<file path="config.mk">
export PLATFORM = sky130hd
export DESIGN_NAME = csr_access_unit_flat
export DESIGN_NICKNAME = d
export VERILOG_FILES = /design/src/rtl/csr_pkg.sv /design/src/rtl/csr_access_unit_if.sv /design/src/rtl/csr_access_unit_checker.sv /design/src/rtl/csr_legality_check.sv /design/src/rtl/csr_access_unit.sv /design/src/flat_wrapper.sv
export SDC_FILE = /design/constraint.sdc
export NUM_CORES = 1
export LEC_CHECK = 0
export CAP_MARGIN = 15
export CORE_MARGIN = 2
export CORE_UTILIZATION = 33
export CTS_CLUSTER_SIZE = 14
export DETAILED_ROUTE_END_ITERATION = 6
export MAX_ROUTING_LAYER = met4
export PLACE_DENSITY = 0.83
export SLEW_MARGIN = 40
export SYNTH_ARGS = -nofsm -noshare
export SYNTH_HDL_FRONTEND = slang
export SYNTH_SLANG_ARGS = --single-unit
</file>
<file path="constraint.sdc">
create_clock -name clk -period 1.33 [get_ports clk]
set_input_delay 0.133 -clock clk [delete_from_list [all_inputs] [get_ports clk]]
set_output_delay 0.133 -clock clk [all_outputs]
set_load 0.05 [all_outputs]
</file>
<file path="src/rtl/csr_pkg.sv">
// -----------------------------------------------------------------------------
// csr_pkg
// Shared definitions for the Zicsr counter-access path: counter CSR addresses,
// funct3 encodings, sequencer state enum, counter-select enum, the decoded
// operation struct and a helper that classifies an access as a write (or an
// unused encoding).
// -----------------------------------------------------------------------------
package csr_pkg;

    localparam int unsigned CSR_ADDR_W = 12;
    localparam int unsigned XLEN       = 32;

    // Zicntr user-level counter addresses
    localparam logic [11:0] CSR_CYCLE    = 12'hC00;
    localparam logic [11:0] CSR_TIME     = 12'hC01;
    localparam logic [11:0] CSR_INSTRET  = 12'hC02;
    localparam logic [11:0] CSR_CYCLEH   = 12'hC80;
    localparam logic [11:0] CSR_TIMEH    = 12'hC81;
    localparam logic [11:0] CSR_INSTRETH = 12'hC82;

    // Zicsr funct3 encodings
    localparam logic [2:0] F3_RW  = 3'b001;
    localparam logic [2:0] F3_RS  = 3'b010;
    localparam logic [2:0] F3_RC  = 3'b011;
    localparam logic [2:0] F3_RWI = 3'b101;
    localparam logic [2:0] F3_RSI = 3'b110;
    localparam logic [2:0] F3_RCI = 3'b111;

    typedef enum logic [1:0] {
        ST_IDLE    = 2'd0,
        ST_CAPTURE = 2'd1,
        ST_RESP    = 2'd2
    } csr_state_e;

    typedef enum logic [1:0] {
        CNTR_NONE    = 2'd0,
        CNTR_CYCLE   = 2'd1,
        CNTR_TIME    = 2'd2,
        CNTR_INSTRET = 2'd3
    } cntr_sel_e;

    typedef struct packed {
        logic [2:0]  funct3;
        logic [4:0]  rs1_idx;
        logic [11:0] addr;
    } csr_op_t;

    // True when the instruction would modify its CSR, or when funct3 is not a
    // Zicsr encoding at all. Set/clear forms with rs1/zimm == 0 are pure reads.
    function automatic logic op_not_read_only(input logic [2:0] funct3,
                                              input logic [4:0] rs1_idx);
        logic bad;
        case (funct3)
            F3_RW, F3_RWI:                bad = 1'b1;
            F3_RS, F3_RC, F3_RSI, F3_RCI: bad = (rs1_idx != 5'd0);
            default:                      bad = 1'b1;  // 000 / 100
        endcase
        return bad;
    endfunction

endpackage

</file>
<file path="src/rtl/csr_access_unit_if.sv">
// -----------------------------------------------------------------------------
// csr_access_unit_if
// Request/response bundle between the execute stage and csr_access_unit.
//   req_valid/req_ready       : request handshake (master -> unit)
//   req_funct3/csr_addr/rs1_* : decoded CSR instruction fields
//   resp_valid/resp_ready     : response handshake (unit -> writeback)
//   resp_rdata/resp_illegal   : value for rd and illegal-instruction flag
// master = pipeline side, slave = csr_access_unit.
// -----------------------------------------------------------------------------
interface csr_access_unit_if;
    import csr_pkg::*;

    logic                  req_valid;
    logic                  req_ready;
    logic [2:0]            req_funct3;
    logic [CSR_ADDR_W-1:0] req_csr_addr;
    logic [4:0]            req_rs1_idx;
    logic [XLEN-1:0]       req_rs1_data;
    logic                  resp_valid;
    logic                  resp_ready;
    logic [XLEN-1:0]       resp_rdata;
    logic                  resp_illegal;

    modport master (
        output req_valid, req_funct3, req_csr_addr, req_rs1_idx, req_rs1_data,
        output resp_ready,
        input  req_ready, resp_valid, resp_rdata, resp_illegal
    );

    modport slave (
        input  req_valid, req_funct3, req_csr_addr, req_rs1_idx, req_rs1_data,
        input  resp_ready,
        output req_ready, resp_valid, resp_rdata, resp_illegal
    );

endinterface

</file>
<file path="src/rtl/csr_access_unit_checker.sv">
// -----------------------------------------------------------------------------
// csr_access_unit_checker
// Protocol checks for csr_access_unit.
//   clk, reset_n  : clock and synchronous active-low reset
//   other_retire  : non-CSR retirement from the pipeline
//   csr_retire    : CSR instruction retiring through the response handshake
// Two retirements in one cycle would lose an instret increment.
// -----------------------------------------------------------------------------
module csr_access_unit_checker (
    input logic clk,
    input logic reset_n,
    input logic other_retire,
    input logic csr_retire
);

    a_single_retire: assert property (
        @(posedge clk) disable iff (!reset_n) !(other_retire && csr_retire)
    );

endmodule

</file>
<file path="src/rtl/csr_legality_check.sv">
// -----------------------------------------------------------------------------
// csr_legality_check
// Combinational legality decode for a counter CSR access.
//   addr_i      : CSR address
//   funct3_i    : Zicsr funct3
//   rs1_idx_i   : rs1 index / zimm
//   illegal_o   : access must raise illegal-instruction
//   cntr_sel_o  : which counter pair the address maps to (CNTR_NONE if none)
// CNTR_ACCESS_MASK: bit0 cycle, bit1 time, bit2 instret readable.
// -----------------------------------------------------------------------------
module csr_legality_check
    import csr_pkg::*;
#(
    parameter logic [2:0] CNTR_ACCESS_MASK = 3'b111
) (
    input  logic [11:0] addr_i,
    input  logic [2:0]  funct3_i,
    input  logic [4:0]  rs1_idx_i,
    output logic        illegal_o,
    output cntr_sel_e   cntr_sel_o
);

    cntr_sel_e sel_s;
    logic      mask_ok_s;

    // Map address to counter pair, then gate by the access mask and op type
    always_comb begin
        sel_s     = CNTR_NONE;
        mask_ok_s = 1'b0;
        case (addr_i)
            CSR_CYCLE,   CSR_CYCLEH:   sel_s = CNTR_CYCLE;
            CSR_TIME,    CSR_TIMEH:    sel_s = CNTR_TIME;
            CSR_INSTRET, CSR_INSTRETH: sel_s = CNTR_INSTRET;
            default:                   sel_s = CNTR_NONE;
        endcase
        case (sel_s)
            CNTR_CYCLE:   mask_ok_s = CNTR_ACCESS_MASK[0];
            CNTR_TIME:    mask_ok_s = CNTR_ACCESS_MASK[1];
            CNTR_INSTRET: mask_ok_s = CNTR_ACCESS_MASK[2];
            default:      mask_ok_s = 1'b0;  // unknown address
        endcase
        illegal_o  = ~mask_ok_s | op_not_read_only(funct3_i, rs1_idx_i);
        cntr_sel_o = sel_s;
    end

endmodule

</file>
<file path="src/rtl/csr_access_unit.sv">
// -----------------------------------------------------------------------------
// csr_access_unit
// Execute-stage sequencer for Zicsr reads of the Zicntr counters.
//   clk, reset_n              : clock, synchronous active-low reset
//   bus (slave)               : request / response handshakes (see _if)
//   csr_addr                  : registered address to the counter file
//   csr_content               : combinational read data from the counter file
//   other_retire              : a non-CSR instruction retires this cycle
//   disable_instret_increment : to counter file, low when anything retires
// Flow: IDLE (accept, decode legality) -> CAPTURE (sample counter) -> RESP
// (hold result until writeback takes it). One instruction at a time.
// -----------------------------------------------------------------------------
module csr_access_unit
    import csr_pkg::*;
#(
    parameter logic [2:0] CNTR_ACCESS_MASK = 3'b111
) (
    input  logic                  clk,
    input  logic                  reset_n,
    csr_access_unit_if.slave      bus,
    output logic [CSR_ADDR_W-1:0] csr_addr,
    input  logic [XLEN-1:0]       csr_content,
    input  logic                  other_retire,
    output logic                  disable_instret_increment
);

    csr_state_e      state_q,      state_d;
    csr_op_t         op_q,         op_d;
    logic            legal_q,      legal_d;
    logic [XLEN-1:0] rdata_q,      rdata_d;
    logic            illegal_q,    illegal_d;
    logic            req_ready_q,  req_ready_d;
    logic            resp_valid_q, resp_valid_d;

    logic            chk_illegal_s;
    cntr_sel_e       chk_sel_s;
    logic            csr_retire_s;
    logic            unused_bits_s;

    csr_legality_check #(
        .CNTR_ACCESS_MASK (CNTR_ACCESS_MASK)
    ) u_legality (
        .addr_i     (bus.req_csr_addr),
        .funct3_i   (bus.req_funct3),
        .rs1_idx_i  (bus.req_rs1_idx),
        .illegal_o  (chk_illegal_s),
        .cntr_sel_o (chk_sel_s)
    );

    // Next-state and output-register logic of the three-step sequencer
    always_comb begin
        state_d      = state_q;
        op_d         = op_q;
        legal_d      = legal_q;
        rdata_d      = rdata_q;
        illegal_d    = illegal_q;
        req_ready_d  = req_ready_q;
        resp_valid_d = resp_valid_q;
        case (state_q)
            ST_IDLE: begin
                if (bus.req_valid) begin
                    state_d     = ST_CAPTURE;
                    op_d        = '{funct3:  bus.req_funct3,
                                    rs1_idx: bus.req_rs1_idx,
                                    addr:    bus.req_csr_addr};
                    legal_d     = ~chk_illegal_s;
                    req_ready_d = 1'b0;
                end else begin
                    req_ready_d = 1'b1;
                end
            end
            ST_CAPTURE: begin
                // Illegal accesses never expose counter data
                if (legal_q) begin
                    rdata_d = csr_content;
                end else begin
                    rdata_d = 32'h0000_0000;
                end
                illegal_d    = ~legal_q;
                resp_valid_d = 1'b1;
                state_d      = ST_RESP;
            end
            ST_RESP: begin
                if (bus.resp_ready) begin
                    state_d      = ST_IDLE;
                    resp_valid_d = 1'b0;
                    req_ready_d  = 1'b1;
                end else begin
                    resp_valid_d = 1'b1;
                end
            end
            default: begin
                state_d      = ST_IDLE;
                resp_valid_d = 1'b0;
                req_ready_d  = 1'b1;
            end
        endcase
    end

    // State and output registers with synchronous reset
    always_ff @(posedge clk) begin
        if (!reset_n) begin
            state_q      <= ST_IDLE;
            op_q         <= '{funct3: 3'b000, rs1_idx: 5'd0, addr: 12'h000};
            legal_q      <= 1'b0;
            rdata_q      <= 32'h0000_0000;
            illegal_q    <= 1'b0;
            req_ready_q  <= 1'b1;
            resp_valid_q <= 1'b0;
        end else begin
            state_q      <= state_d;
            op_q         <= op_d;
            legal_q      <= legal_d;
            rdata_q      <= rdata_d;
            illegal_q    <= illegal_d;
            req_ready_q  <= req_ready_d;
            resp_valid_q <= resp_valid_d;
        end
    end

    assign csr_addr         = op_q.addr;
    assign bus.req_ready    = req_ready_q;
    assign bus.resp_valid   = resp_valid_q;
    assign bus.resp_rdata   = rdata_q;
    assign bus.resp_illegal = illegal_q;

    // A legal CSR read retires when writeback takes it; an illegal one traps
    assign csr_retire_s = resp_valid_q & bus.resp_ready & ~illegal_q;
    assign disable_instret_increment = ~(other_retire | csr_retire_s);

    // rs1 data is never needed (all targets are read-only); funct3/rs1 are
    // latched for trace visibility and counter select is for later M-mode use
    assign unused_bits_s = ^{bus.req_rs1_data, op_q.funct3, op_q.rs1_idx,
                             chk_sel_s};

    csr_access_unit_checker u_checker (
        .clk          (clk),
        .reset_n      (reset_n),
        .other_retire (other_retire),
        .csr_retire   (csr_retire_s)
    );

endmodule

</file>
<file path="src/flat_wrapper.sv">
// flat-port wrapper written by rule: the top's interface ports become plain ports
module csr_access_unit_flat import csr_pkg::*;
#(
    parameter logic [2:0] CNTR_ACCESS_MASK = 3'b111
)
  (clk, reset_n, csr_addr, csr_content, other_retire, disable_instret_increment, bus_req_valid, bus_req_funct3, bus_req_csr_addr, bus_req_rs1_idx, bus_req_rs1_data, bus_resp_ready, bus_req_ready, bus_resp_valid, bus_resp_rdata, bus_resp_illegal);
  csr_access_unit_if bus_i ();
  input  logic clk;
  input  logic reset_n;
  output logic [CSR_ADDR_W-1:0] csr_addr;
  input  logic [XLEN-1:0] csr_content;
  input  logic other_retire;
  output logic disable_instret_increment;
  input wire logic [$bits(bus_i.req_valid)-1:0] bus_req_valid;
  input wire logic [$bits(bus_i.req_funct3)-1:0] bus_req_funct3;
  input wire logic [$bits(bus_i.req_csr_addr)-1:0] bus_req_csr_addr;
  input wire logic [$bits(bus_i.req_rs1_idx)-1:0] bus_req_rs1_idx;
  input wire logic [$bits(bus_i.req_rs1_data)-1:0] bus_req_rs1_data;
  input wire logic [$bits(bus_i.resp_ready)-1:0] bus_resp_ready;
  output wire logic [$bits(bus_i.req_ready)-1:0] bus_req_ready;
  output wire logic [$bits(bus_i.resp_valid)-1:0] bus_resp_valid;
  output wire logic [$bits(bus_i.resp_rdata)-1:0] bus_resp_rdata;
  output wire logic [$bits(bus_i.resp_illegal)-1:0] bus_resp_illegal;
  assign bus_i.req_valid = bus_req_valid;
  assign bus_i.req_funct3 = bus_req_funct3;
  assign bus_i.req_csr_addr = bus_req_csr_addr;
  assign bus_i.req_rs1_idx = bus_req_rs1_idx;
  assign bus_i.req_rs1_data = bus_req_rs1_data;
  assign bus_i.resp_ready = bus_resp_ready;
  assign bus_req_ready = bus_i.req_ready;
  assign bus_resp_valid = bus_i.resp_valid;
  assign bus_resp_rdata = bus_i.resp_rdata;
  assign bus_resp_illegal = bus_i.resp_illegal;
  csr_access_unit #(.CNTR_ACCESS_MASK(CNTR_ACCESS_MASK)) u_core (.clk(clk), .reset_n(reset_n), .bus(bus_i), .csr_addr(csr_addr), .csr_content(csr_content), .other_retire(other_retire), .disable_instret_increment(disable_instret_increment));
endmodule
</file>
==> flow_metrics.env, run 1 <==
export IMPL_status="completed"
export IMPL_r2r_end="u_core.bus.resp_rdata[24]$_SDFFE_PN0P_"
export IMPL_num_rows=29
export IMPL_swShare=0.296
export IMPL_crit_path_start_kind="flip-flop"
export IMPL_drt_iter0_markers=41
export IMPL_drive_above_1_share=0.316
export IMPL_postLayoutCoreUtil=0.615
export IMPL_synth_top_family_by_area="simple AND/OR/NAND/NOR gates"
export IMPL_die_area_sq_mm=0.00715
export IMPL_grt_use_met2=0.274
export IMPL_p_per_area_mw_per_mm2=912
export IMPL_worst_pin_slew_ns=0.400
export IMPL_grt_max_degree=30
export IMPL_start_util=0.339
export IMPL_place_inst=410
export IMPL_critPathBufInv=2
export IMPL_cts_setup_buffers=0
export IMPL_hold_depth=3
export IMPL_syn_nets=329
export IMPL_synth_area_sq_mm=0.00214
export IMPL_final_nets=434
export IMPL_synth_distinct_cells=25
export IMPL_synth_seq_cells=50
export IMPL_power_frac_seq=0.458
export IMPL_cts_clk_slew_worst_paths_ns=0.09
export IMPL_synthSimpleGateAreaFrac=0.251
export IMPL_dieHeight_um=84.5
export IMPL_layout_common_cells="clkdlybuf4s50_1, buf_12, dfxtp_1"
export IMPL_r2r_slack_ns=0.06
export IMPL_final_common_cell="clkdlybuf4s50_1"
export IMPL_clkLatencyLatePin_ns=0.29
export IMPL_num_antenna_cells=0
export IMPL_r2r_start="u_core.state_q[1]$_SDFFE_PN0P_"
export IMPL_reg2reg_depth=6
export IMPL_grt_pass1_vias=1945
export IMPL_ios=137
export IMPL_whs_endpoint="u_core.csr_addr[10]$_SDFFE_PN0P_"
export IMPL_crit_family="flip-flops"
export IMPL_path_cells="inv_1, ha_2, and2_4, buf_12, a21oi_2, nor2_1"
export IMPL_synthAdderAreaFrac=0.0234
export IMPL_holdWs_ns=0.402
export IMPL_setup_viol=0
export IMPL_hpwl_um=4220
export IMPL_fin_crit_sh=0.956
export IMPL_cts_max_level=2
export IMPL_grt_pass1_wl_um=9070
export IMPL_dr_pass1_iters=4
export IMPL_cp_slowest_cell="dfxtp_2"
export IMPL_antenna_left=0
export IMPL_cts_buffers=5
export IMPL_min_from="bus_req_csr_addr[10]"
export IMPL_finalMaxSlewViolations=0
export IMPL_cts_buffer_depth=2
export IMPL_p_comb_frac=0.290
export IMPL_met3_usage=0.0531
export IMPL_endpoint_kind="flip-flop"
export IMPL_fmax_mhz=787
export IMPL_synth_top_cell_by_area="dfxtp_1"
export IMPL_cts_root_buf="clkbuf_8"
export IMPL_area_delta_synth_final_pct=81.3
export IMPL_die_w_um=84.5
export IMPL_grt_busiest_layer="met2"
export IMPL_worstPathArrival_ns=1.50
export IMPL_crit_fanout=23
export IMPL_drc=0
export IMPL_max_cap_violations=0
export IMPL_hold_viol=0
export IMPL_instances_no_fill=419
export IMPL_hold_class="input port to flip-flop"
export IMPL_clock_sinks=50
export IMPL_core_sq_mm=0.00631
export IMPL_peakVddDrop_uv=721
export IMPL_grtUsageTotal=0.160
export IMPL_synthXorXnorAreaFrac=0
export IMPL_grtUsageMet1=0.178
export IMPL_synth_mux_area_frac=0.00468
export IMPL_grt_antenna_before_repair=0
export IMPL_clock_skew_ns=0.00424
export IMPL_p_leak_nw=1.50
export IMPL_p_switching_w=0.00105
export IMPL_avgSynthCellArea_sq_um=9.07
export IMPL_ys_seq_area_frac=0.468
export IMPL_synthCells=236
export IMPL_synth_area_leaders="dfxtp_1, a21oi_2, nor2b_1"
export IMPL_p_clk_frac=0.253
export IMPL_num_vias=1946
export IMPL_cts_tree="yes"
export IMPL_slowest_delay_ns=0.33
export IMPL_totalWireLength_um=5580
export IMPL_synth_compound_area_share=0.181
export IMPL_worstSetupPathType="flip-flop to flip-flop"
export IMPL_period_minus_slack_ns=1.27
export IMPL_portBuffers=102
export IMPL_max_slew_margin_rel=0.729
export IMPL_required_ns=1.56
export IMPL_avgRoutedWirePerCell_um=13.3
export IMPL_gp_congestion=0.715
export IMPL_synth_top_area_frac=0.468
export IMPL_internal_power_w=0.00249
export IMPL_grt_overflow=0
export IMPL_vias_per_cell=4.64
export IMPL_ys_warn_count=0
-- final cells by class --
class,instances,area [sq um]
Clock inverter,1,5.00
Multi-Input combinational cell,168,1050
Sequential cell,50,1000
Timing Repair Buffer,112,1630
Inverter,4,15.0
Tap cell,77,96.3
Fill cell,525,2430
Clock buffer,7,86.3
-- state kept, by name, indices dropped and copies added, names as in the netlist --
register,flops
u_core.bus.resp_rdata,32
u_core.bus.resp_valid,1
u_core.csr_addr,12
u_core.bus.resp_illegal,1
u_core.state_q,2
u_core.bus.req_ready,1
u_core.legal_q,1
-- routing by layer --
layer  vias to the layer above  part of all wire
met5                         -                 0
met4                         0             0.011
met3                         8             0.066
met2                        65              0.52
met1                       892              0.40
li1                        981                 -
-- cells by family (layout without fill, tap and decap cells) --
| kind of cell | count (synthesis) | count (layout) |
|---|---|---|
| AOI/OAI and AO/OA | 54 | 54 |
| adders and majority gates | 4 | 4 |
| buffers and inverters | 19 | 124 |
| DFF | 50 | 50 |
| muxes | 1 | 1 |
| and+or+nand+nor | 108 | 109 |
-- cell usage after synthesis (all sizes together) --
library cell / instances
nor2: 32
ha: 4
buf: 14
nor4b: 2
nor4: 1
nor2b: 34
nand2b: 2
nand3: 5
o311ai: 1
mux2i: 1
and2: 3
inv: 4
clkbuf: 1
and2b: 1
nand2: 27
dfxtp: 50
o21ai: 5
a31oi: 1
and4bb: 1
a21oi: 47
-- worst max path at each step --
stage | from | to | slack, ns | cells past startpoint
final | u_core.state_q[1]$_SDFFE_PN0P_ | u_core.bus.resp_rdata[24]$_SDFFE_PN0P_ | 0.06 | 6
after CTS | u_core.state_q[1]$_SDFFE_PN0P_ | u_core.csr_addr[3]$_SDFFE_PN0P_ | 0.008 | 7
after global placement | bus_req_csr_addr[6] | u_core.legal_q$_SDFFE_PN0P_ | 0.03 | 4
after floorplan | u_core.bus.resp_illegal$_SDFFE_PN0P_ | disable_instret_increment | 0.03 | 2
after detailed placement | bus_req_csr_addr[6] | u_core.legal_q$_SDFFE_PN0P_ | -0.03 | 4
after global routing | u_core.state_q[1]$_SDFFE_PN0P_ | u_core.bus.resp_rdata[27]$_SDFFE_PN0P_ | -0.04 | 6
-- through the flow --
step	TNS [ns]	total power, W	instance area [sq um]	worst slack [ns]
final	0	0.00354	3880	0.0591
after global routing	-0.271	0.00371	3880	-0.0371
after floorplan	0	0.00210	2160	0.0301
after global placement	0	0.00259	3730	0.0270
after CTS	0	0.00352	3820	0.00806
after detailed placement	-0.0454	0.00261	3730	-0.0339
-- power by group through the flow --
stage,Clock (W),Combinational [W],Sequential [W]
2_1_floorplan,0,0.000307,0.00179
3_5_place_dp,0,0.000957,0.00165
3_3_place_gp,0,0.000937,0.00165
6_report,0.000893,0.00102,0.00162
5_1_grt,0.000993,0.00109,0.00163
4_1_cts,0.000933,0.000967,0.00162
-- repair_timing --
action | CTS | global route
pin swaps | 0 | 1
resized for setup | 2 | 16
gates cloned | 0 | 1
setup endpoints to repair | 7 | 48
hold buffers | 0 | 0
-- worst register-to-register path, cell delays in order, from the launching register on --
cell and delay, ns:
dfxtp_2 0.33, inv_1 0.08, ha_2 0.23, and2_4 0.19, buf_12 0.20, a21oi_2 0.08
nor2_1 0.10
No activity file was read; power rests on OpenSTA's default activity.
==> inputs of run 2 (changes only) <==
Settings changed: CORE_MARGIN 2 to 1.5, GPL_TIMING_DRIVEN set to 0.
Clock period 1.33 ns to 1 ns, I/O delays scaled along.
==> flow_metrics.env, run 2 (same netlist as run 1, synthesis figures left out) <==
export IMPL_grtUsageTotal=0.168
export IMPL_ctsHoldBuffers=0
export IMPL_hold_class="input port to flip-flop"
export IMPL_avgRoutedWirePerCell_um=13.4
export IMPL_portBuffers=102
export IMPL_num_rows=29
export IMPL_critPathBufInv=3
export IMPL_period_minus_slack_ns=1.21
export IMPL_fin_crit_sh=1.21
export IMPL_endpoint_kind="flip-flop"
export IMPL_num_vias=2037
export IMPL_grt_overflow=0
export IMPL_cts_clk_slew_worst_paths_ns=0.09
export IMPL_gp_congestion=0.764
export IMPL_fin_ws_ns=-0.214
export IMPL_worstSetupPathType="flip-flop to flip-flop"
export IMPL_min_from="bus_req_csr_addr[11]"
export IMPL_vias_per_cell=4.68
export IMPL_reg2reg_depth=6
export IMPL_grt_pass1_wl_um=9340
export IMPL_fmax_mhz=823
export IMPL_holdWs_ns=0.374
export IMPL_path_cells="inv_4, ha_4, buf_12, clkbuf_16, o21ai_2, a21oi_1"
export IMPL_setup_viol=51
export IMPL_r2r_slack_ns=-0.21
export IMPL_clock_sinks=50
export IMPL_finalMaxSlewViolations=0
export IMPL_ios=137
export IMPL_worst_pin_slew_ns=0.641
export IMPL_start_util=0.339
export IMPL_peakVddDrop_uv=860
export IMPL_core_sq_mm=0.00631
export IMPL_area_delta_synth_final_pct=71.3
export IMPL_crit_path_start_kind="flip-flop"
export IMPL_fin_setup_tns_ns=-9.19
export IMPL_postLayoutCoreUtil=0.581
export IMPL_required_ns=1.16
export IMPL_clock_skew_ns=0.00554
export IMPL_drive_above_1_share=0.475
export IMPL_cts_tree="yes"
export IMPL_hold_viol=0
export IMPL_num_fill_cells=591
export IMPL_hold_depth=3
export IMPL_cts_root_buf="clkbuf_8"
export IMPL_p_per_area_mw_per_mm2=1330
export IMPL_die_w_um=83.5
export IMPL_clkLatencyLatePin_ns=0.30
export IMPL_max_cap_violations=0
export IMPL_grt_pass1_vias=2003
export IMPL_failed_checks="setup timing"
export IMPL_totalWireLength_um=5830
export IMPL_r2r_start="u_core.state_q[1]$_SDFFE_PN0P_"
export IMPL_hpwl_um=4070
export IMPL_antenna_left=0
export IMPL_cp_slowest_cell="dfxtp_4"
export IMPL_rsz0062_at_grt="true"
export IMPL_layout_common_cells="clkdlybuf4s50_1, dfxtp_1, a21oi_2"
export IMPL_cts_max_level=2
export IMPL_drc=0
export IMPL_p_total_w=0.00489
export IMPL_dieHeight_um=83.5
export IMPL_final_common_cell="clkdlybuf4s50_1"
export IMPL_crit_fanout=10
export IMPL_place_ws_ns=-0.747
export IMPL_grt_antenna_before_repair=0
export IMPL_max_slew_margin_rel=0.573
export IMPL_largest_reg_flops=32
export IMPL_final_nets=450
export IMPL_r2r_end="u_core.bus.resp_valid$_SDFFE_PN0P_"
export IMPL_crit_family="flip-flops"
export IMPL_p_leak_nw=1.49
export IMPL_die_area_sq_mm=0.00698
export IMPL_cts_buffers=5
export IMPL_dr_pass1_iters=4
export IMPL_status="finished, violations left"
export IMPL_grt_max_degree=15
export IMPL_drt_iter0_markers=51
export IMPL_num_antenna_cells=0
export IMPL_whs_endpoint="u_core.csr_addr[11]$_SDFFE_PN0P_"
export IMPL_cts_buffer_depth=2
export IMPL_worstPathArrival_ns=1.37
export IMPL_slowest_delay_ns=0.37
==> run 2: cell type report <==
class	count	area, sq um	share of cell area
Clock inverter	1	5.00	0.00136
Clock buffer	7	86.3	0.0235
Tap cell	77	96.3	0.0263
Multi-Input combinational cell	167	1220	0.332
Inverter	4	20.0	0.00546
Sequential cell	50	1010	0.276
Buffer	14	164	0.0447
Timing Repair Buffer	115	1070	0.291
==> run 2: worst register-to-register path: stages, from the launching register on <==
cell       delay (ns)
dfxtp_4          0.37
inv_4            0.05
ha_4             0.16
buf_12           0.14
clkbuf_16        0.15
o21ai_2          0.13
a21oi_1          0.07
==> run 2: where the power goes <==
part | leakage [nW] | internal [W] | switching [W]
clock network | 0.0482 | 0.000559 | 0.000645
registers | 0.407 | 0.00208 | 0.0000652
logic | 1.03 | 0.000728 | 0.000813
total | 1.49 | 0.00336 | 0.00152
==> run 2: how the worst max path moves through the flow <==
stage                              startpoint                                     to  slack, ns  depth (start not counted)
4_1_cts        u_core.state_q[1]$_SDFFE_PN0P_   u_core.bus.resp_illegal$_SDFFE_PN0P_      -0.22                          6
3_3_place_gp                   bus_resp_ready              disable_instret_increment      -0.73                          3
6_report       u_core.state_q[1]$_SDFFE_PN0P_     u_core.bus.resp_valid$_SDFFE_PN0P_      -0.21                          6
3_5_place_dp                   bus_resp_ready              disable_instret_increment      -0.75                          3
5_1_grt        u_core.state_q[1]$_SDFFE_PN0P_  u_core.bus.resp_rdata[6]$_SDFFE_PN0P_      -0.28                          6
2_1_floorplan  u_core.state_q[1]$_SDFFE_PN0P_  u_core.bus.resp_rdata[0]$_SDFFE_PN0P_      -0.16                          7
==> run 2: per-stage QoR <==
stage,cell area (sq um),cells
5_1_grt,3670,435
6_report,3670,435
4_1_cts,3440,431
3_3_place_gp,3310,415
3_5_place_dp,3310,415
2_1_floorplan,2190,236
==> run 2: per-layer routing <==
metal / share of wire / track usage / vias up
met5: 0 / - / -
met4: 0.011 / 0.0432 / 0
met3: 0.063 / 0.0396 / 9
met2: 0.51 / 0.294 / 77
met1: 0.42 / 0.194 / 940
li1: - / - / 1011
==> run 2: what timing repair did <==
action,in CTS,in global routing
setup endpoints to repair,98,68
resized for setup,316,56
cloned,3,1
setup buffers,6,3
pin swaps,10,10
==> inputs of run 3 (changes only) <==
Settings changed: ABC_AREA set to 1, CORE_UTILIZATION 33 to 31, PLACE_DENSITY 0.83 to 0.82.
==> flow_metrics.env, run 3 <==
export IMPL_gp_congestion=0.816
export IMPL_synth_area_sq_mm=0.00189
export IMPL_hpwl_um=3780
export IMPL_avgSynthCellArea_sq_um=7.79
export IMPL_synth_top_cell_by_area="dfxtp_1"
export IMPL_hold_viol=0
export IMPL_peakVddDrop_uv=1340
export IMPL_fin_ws_ns=-0.160
export IMPL_cts_buffers=5
export IMPL_synthCells=243
export IMPL_area_delta_synth_final_pct=87.2
export IMPL_finalMaxSlewViolations=0
export IMPL_drive_above_1_share=0.435
export IMPL_grt_overflow=0
export IMPL_multiInputGateArea_sq_mm=0.00107
export IMPL_worstSetupPathType="flip-flop to flip-flop"
export IMPL_clock_sinks=50
export IMPL_avgRoutedWirePerCell_um=13.4
export IMPL_ys_async_sr_fraction=0
export IMPL_cts_max_level=2
export IMPL_dieHeight_um=81.1
export IMPL_final_nets=460
export IMPL_cts_root_buf="clkbuf_8"
export IMPL_grt_pass1_vias=1907
export IMPL_syn_nets=336
export IMPL_synth_area_leaders="dfxtp_1, nand2_1, a21oi_1"
export IMPL_antenna_left=0
export IMPL_hold_class="input port to flip-flop"
export IMPL_layout_common_cells="nand2_1, clkdlybuf4s50_1, dfxtp_1"
export IMPL_num_rows=28
export IMPL_grt_pass1_wl_um=8550
export IMPL_portBuffers=102
export IMPL_regArea_sq_mm=0.00102
export IMPL_place_ws_ns=-0.652
export IMPL_cts_clk_slew_worst_paths_ns=0.09
export IMPL_max_slew_margin_rel=0.764
export IMPL_crit_fanout=6
export IMPL_rsz0062_at_grt="true"
export IMPL_crit_path_start_kind="flip-flop"
export IMPL_setup_viol=50
export IMPL_dr_pass1_iters=4
export IMPL_grt_max_degree=15
export IMPL_cts_tree="yes"
export IMPL_synth_distinct_cells=17
export IMPL_clkLatencyLatePin_ns=0.29
export IMPL_synth_top_area_frac=0.529
export IMPL_ctsHoldBuffers=0
export IMPL_period_minus_slack_ns=1.16
export IMPL_synth_seq_cells=50
export IMPL_vias_per_cell=4.58
export IMPL_ys_seq_area_frac=0.529
export IMPL_die_w_um=81.1
export IMPL_fin_setup_tns_ns=-6.05
export IMPL_num_vias=2031
export IMPL_totalWireLength_um=5920
export IMPL_drc=0
export IMPL_fmax_mhz=862
export IMPL_failed_checks="setup timing"
export IMPL_ios=137
export IMPL_synth_edf_count=0
export IMPL_endpoint_kind="flip-flop"
export IMPL_cts_buffer_depth=2
export IMPL_clock_skew_ns=0.00502
export IMPL_status="finished, violations left"
export IMPL_grt_antenna_before_repair=0
export IMPL_largest_reg_flops=32
export IMPL_final_common_cell="nand2_1"
export IMPL_core_sq_mm=0.00592
export IMPL_num_antenna_cells=0
export IMPL_worst_pin_slew_ns=0.354
export IMPL_start_util=0.320
export IMPL_holdWs_ns=0.203
export IMPL_synth_ff_type="dfxtp_1"
export IMPL_yosysMostFrequentCell="nand2_1"
export IMPL_p_per_area_mw_per_mm2=1760
export IMPL_postLayoutCoreUtil=0.598
export IMPL_grtUsageTotal=0.172
export IMPL_required_ns=1.23
export IMPL_p_leak_nw=1.46
export IMPL_drt_iter0_markers=39
export IMPL_worstPathArrival_ns=1.39
export IMPL_ys_warn_count=0
export IMPL_synthTopCellsByCount="nand2_1, dfxtp_1, a21oi_1"
export IMPL_max_cap_violations=0
export IMPL_fin_crit_sh=1.16
export IMPL_num_fill_cells=553
export IMPL_die_area_sq_mm=0.00658
run 3: repair_timing:
item                                    4_1_cts  5_1_grt
endpoints found under the setup margin       95       70
pin swaps                                     6       17
buffers inserted                              3        4
gates cloned                                  7        1
resized for setup                           315      102
run 3: worst paths after layout:
kind | start | endpoint | slack [ns] | cells after the start
min reg2reg | u_core.bus.resp_rdata[17]$_SDFFE_PN0P_ | u_core.bus.resp_rdata[17]$_SDFFE_PN0P_ | 0.46 | 2
min | reset_n | u_core.bus.resp_valid$_SDFFE_PN0P_ | 0.20 | 3
max reg2reg | u_core.state_q[0]$_SDFFE_PN0P_ | u_core.csr_addr[7]$_SDFFE_PN0P_ | -0.16 | 7
max | u_core.state_q[0]$_SDFFE_PN0P_ | u_core.csr_addr[7]$_SDFFE_PN0P_ | -0.16 | 7
run 3: critical path: stages, from the launching register on:
cell and delay, ns:
dfxtp_4 0.37, inv_4 0.07, ha_4 0.18, nand2_8 0.09, inv_8 0.09, clkbuf_16 0.15
nor2_4 0.03, nor2_2 0.10
run 3: cells by family after synthesis:
kind of cell,count (synthesis),share of synthesized area
buffers and inverters,23,0.0721
adder cells (fa/ha/maj),4,0.0265
AND/OR/NAND/NOR,109,0.218
AO/OA/AOI/OAI,57,0.154
flip-flops,50,0.529
run 3: metal layers:
| layer | share of wire | global-route usage | up-vias |
|---|---|---|---|
| met3 | 0.052 | 0.0404 | 6 |
| met5 | 0 | - | - |
| met1 | 0.42 | 0.203 | 938 |
| met4 | 0.0093 | 0.0448 | 0 |
| li1 | - | - | 1028 |
| met2 | 0.52 | 0.293 | 59 |
run 3: stage by stage:
step                      instance area [sq um]  power [W]  instances
after floorplan                            1960    0.00367        243
after global placement                     3080    0.00436        420
final                                      3540    0.00624        443
after global routing                       3540    0.00656        443
after CTS                                  3200    0.00584        438
after detailed placement                   3080    0.00439        420
run 3: area by class of cell:
class | count | area share
Buffer | 12 | 0.0389
Clock buffer | 7 | 0.0244
Clock inverter | 1 | 0.00141
Inverter | 11 | 0.0194
Multi-Input combinational cell | 170 | 0.301
Sequential cell | 50 | 0.287
Tap cell | 75 | 0.0265
Timing Repair Buffer | 116 | 0.300
Timing Repair inverter | 1 | 0.00106
run 3: where the power goes:
part	switching (W)	internal, W
Combinational	0.00149	0.00117
Sequential	0.000182	0.00220
Clock	0.000643	0.000560
Total	0.00231	0.00393
==> edit 1: new RTL, flow settings as in run 1 <==
Set the package constant `XLEN` to 40 (it was 32).
--- a/src/rtl/csr_pkg.sv
+++ b/src/rtl/csr_pkg.sv
@@ -8,7 +8,7 @@
 package csr_pkg;
 
     localparam int unsigned CSR_ADDR_W = 12;
-    localparam int unsigned XLEN       = 32;
+    localparam int unsigned XLEN       = 40;
 
     // Zicntr user-level counter addresses
     localparam logic [11:0] CSR_CYCLE    = 12'hC00;
Interface: changed (resized bus_req_rs1_data, bus_resp_rdata and csr_content); port bits go from 137 to 161. No check against the original RTL was run, so the function may have changed too.
==> edit 1 against run 1 <==
Worst setup slack got worse by 18 ps. Power up 33%. Cell count grew 18%. Hold slack got worse by 34 ps. Routed wire length is 17% higher. Cell area grew 17%. Sequential cell count up 8. Synthesized area increased by 12%. Largest cell class unchanged.
==> edit 1: results (changes against run 1) <==
* Status: completed
* Largest net degree at the start of global routing at 32 (+6.7%)
* Critical-path maximum fanout at 27 (+17%)
* Post-synthesis mux area share at 0% (-0.47 points)
* Initial Util at 33.49% (-0.42 points)
* Comb pwr share at 22.6% (-6.4 points)
* Slew HR at 77.71% (+4.8 points)
* Vias in the first global route at 2315 (+19%)
* Switching Share at 26.84% (-2.8 points)
* CTS clk-pin slew, worst paths at 70 ps (-20 ps)
* CTS Buf Count at 9 (+4)
* Clk. pwr at 0.00178 W (+99%)
* Layout Skew at 7.436 ps (+3.191 ps)
* Max reg flops at 40 (+25%)
* Detailed Place HPWL at 4936 µm (+17%)
* # fillers at 594 (+13%)
* Largest vdd supply drop at 0.0005473 V (-24%)
* Top cells by area, synth: dfxtp_1, nor2b_1, a21oi_1
* Most frequent cells after synthesis: dfxtp_1, nor2_1, nor2b_1
* Hold path start: bus_req_csr_addr[7]
* Hold Path End: u_core.csr_addr[7]$_SDFFE_PN0P_
* Final std cells w/o fill at 496 (+18%)
* Routability cong. at 0.6850 (-4.2%)
* I/O Buffers at 118 (+16%)
* Clk Latency, worst-skew pair at 330 ps (+40 ps)
* Vias post-DR at 2260 (+16%)
* Leakage Power at 1.765 nW (+18%)
* Crit path to: u_core.bus.resp_rdata[0]$_SDFFE_PN0P_
* Cells after DPL at 480 (+17%)
* Total Routing Usage GR at 17.29% (+1.3 points)
* Avg Inst Size Synth at 8.818 µm² (-2.8%)
* Iter 0 DRT Violations at 46 (+12%)
* CTS H-tree lvls at 3 (+1)
* Synth unique cells at 26 (+4.0%)
* Share of post-route cells with drive strength above 1 at 28.97% (-2.6 points)
* Final wirelength at 6535 µm (+17%)
* Clock Tree Buf Depth at 2 (unchanged)
* Synthesized-area fraction occupied by adder cells at 2.094% (-0.24 points)
* Compound-Gate Fraction of Synth Area at 16.34% (-1.8 points)
* First-pass GRT wire length at 10210 µm (+13%)
* Seq/Total Area, Yosys at 48.59% (+1.8 points)
* R2r setup slk at 40 ps (-20 ps)
* Post-Syn Nets at 380 (+16%)
[edit 1: metal layers]
| layer | global-route usage, % | part of all wire (%) | vias to the layer above |
|---|---|---|---|
| met5 | - | 0 | - |
| met4 | 6.920 | 1.4 | 0 |
| met3 | 6.002 | 8.6 | 8 |
| met2 | 29.76 | 51 | 86 |
| met1 | 18.06 | 39 | 1048 |
| li1 | - | - | 1118 |
[edit 1: layout make-up]
type                    count  share of cell area, %
flip-flops and latches     58                  25.72
clock inverters             5                  1.715
multi-input cells         191                  24.28
clock buffers              11                  3.125
well taps                  99                  2.738
repair buffers            128                  42.09
inverters                   4                 0.3319
[edit 1: per-stage QoR]
step	setup WS (ps)	hold WS [ps]	area, µm²	power [W]
finish	41.00	367.4	4524	0.004705
global route	-39.32	388.4	4524	0.004901
CTS	30.32	351.7	4512	0.004749
detailed placement	-21.43	486.4	4292	0.002959
global placement	53.91	478.3	4292	0.002931
floorplan	7.161	224.3	2406	0.002352
==> edit 2: new RTL, flow settings as in run 1 <==
Without the edit above. Make the reset (`reset_n`) asynchronous in one clocked block. Comments in the files are not updated.
--- a/src/rtl/csr_access_unit.sv
+++ b/src/rtl/csr_access_unit.sv
@@ -98,7 +98,7 @@
     end
 
     // State and output registers with synchronous reset
-    always_ff @(posedge clk) begin
+    always_ff @(posedge clk or negedge reset_n) begin
         if (!reset_n) begin
             state_q      <= ST_IDLE;
             op_q         <= '{funct3: 3'b000, rs1_idx: 5'd0, addr: 12'h000};
Formal check against the unedited RTL: differs if reset_n is asserted again (counterexample within 4 cycles, from zero or initial values and one cycle with reset_n low); with reset_n held inactive, the same outputs for 10 cycles.
==> edit 2 against run 1 <==
The flow now finishes with violations (setup timing). Die area fell by 4.1%. Sequential cell count did not move. Critical path depth did not move. Cell area rose by 3.7%. Count of clock-buffer cells in the layout did not move. First-iteration DRC count fell by 44%. Synthesized area fell by 4.3%. Highest routed layer unchanged. Worst setup slack got worse by 75 ps. Synthesized cell count fell by 17%. Core utilization rose by 6.1 points. Routed wire length fell by 3.7%.
Power is not compared: it rests on default switching activity, and its combinational part moved more than twofold at a synthesized area within 25%.
==> edit 2: results (changes against run 1) <==
* Post-Syn Area at 2049 µm² (-4.3%)
* Multi-input gate area at 753.2 µm² (-28%)
* Dpl ws at -151.0 ps (-117.1 ps)
* Post_cts resized at 13 (+11)
* Share of flip-flops with an asynchronous set or reset at 100.0% (+100 points)
* Final wirelength at 5376 µm (-3.7%)
* Iter 0 DRT Violations at 23 (-44%)
* Metal3 WL at 395 µm (+6.8%)
* Total Routing Usage GR at 16.06% (+0.047 points)
* Arr. time, crit path at 1580 ps (+80 ps)
* Largest net degree at the start of global routing at 29 (-3.3%)
* R2r setup slk at -20 ps (-80 ps)
* Final setup margin at -16.42 ps (-75.49 ps)
* Final setup viols at 3 (+3)
* Failing checks: setup timing
* Seq/Total Area, Yosys at 61.11% (+14 points)
* First-pass GRT wire length at 8790 µm (-3.0%)
* Vias post-DR at 1752 (-10%)
* Vias per cell at 4.504 (-3.0%)
* Critical-path maximum fanout at 3 (-87%)
* Setup TNS Final at -24.42 ps (-24.42 ps)
* Non-clock inverter count in the final layout at 36 (+32)
* Most frequent cells after synthesis: dfrtp_1, inv_1, nand2_1
* Avg Inst Size Synth at 10.51 µm² (+16%)
* Multi-input comb cells at 101 (-40%)
* Layout Skew at 5.832 ps (+1.588 ps)
* Cells after DPL at 375 (-8.5%)
* Status: finished with violations
* Buffers, non-clock at 119 (+6.3%)
* Seq/total area at 31.11% (+5.3 points)
* Dpl cell area at 3745 µm² (+0.47%)
* Area Overhead vs Synth at 96.46%
* Top cells by area, synth: dfrtp_1, mux2_2, inv_1
* # fillers at 435 (-17%)
* WL met2 at 2635 µm (-9.2%)
* Post-Syn Nets at 288 (-12%)
edit 2: cell count changes in the layout (fill, tap and decap cells not counted), moves of 16 or more:
cell | before | now
inv_1 | 4 | 34
nor2b_1 | 32 | 0
nor2_1 | 32 | 1
dfrtp_1 | 0 | 49
o21ai_1 | 2 | 24
a21oi_1 | 16 | 0
a21oi_2 | 30 | 0
dfxtp_1 | 48 | 0
edit 2: critical path, stage by stage, from the launching register on:
cell	delay, ps
dfrtp_1	390
inv_2	90
ha_4	160
nor2b_4	130
buf_6	120
nor2_4	70
mux2_2	330
edit 2: layer usage:
metal	up-vias	global-route usage (%)
met5	-	-
met3	6	5.666
met2	77	25.00
met1	821	20.39
li1	848	-
met4	0	3.428
edit 2: cell families after synthesis:
group                      count (synthesis)  share of synthesized area [%]
adders and majority gates                  4                          2.442
and+or+nand+nor                           42                          9.219
DFF                                       50                          61.11
buffers and inverters                     45                          8.547
AOI/OAI and AO/OA                         38                          9.951
muxes                                     16                          8.730
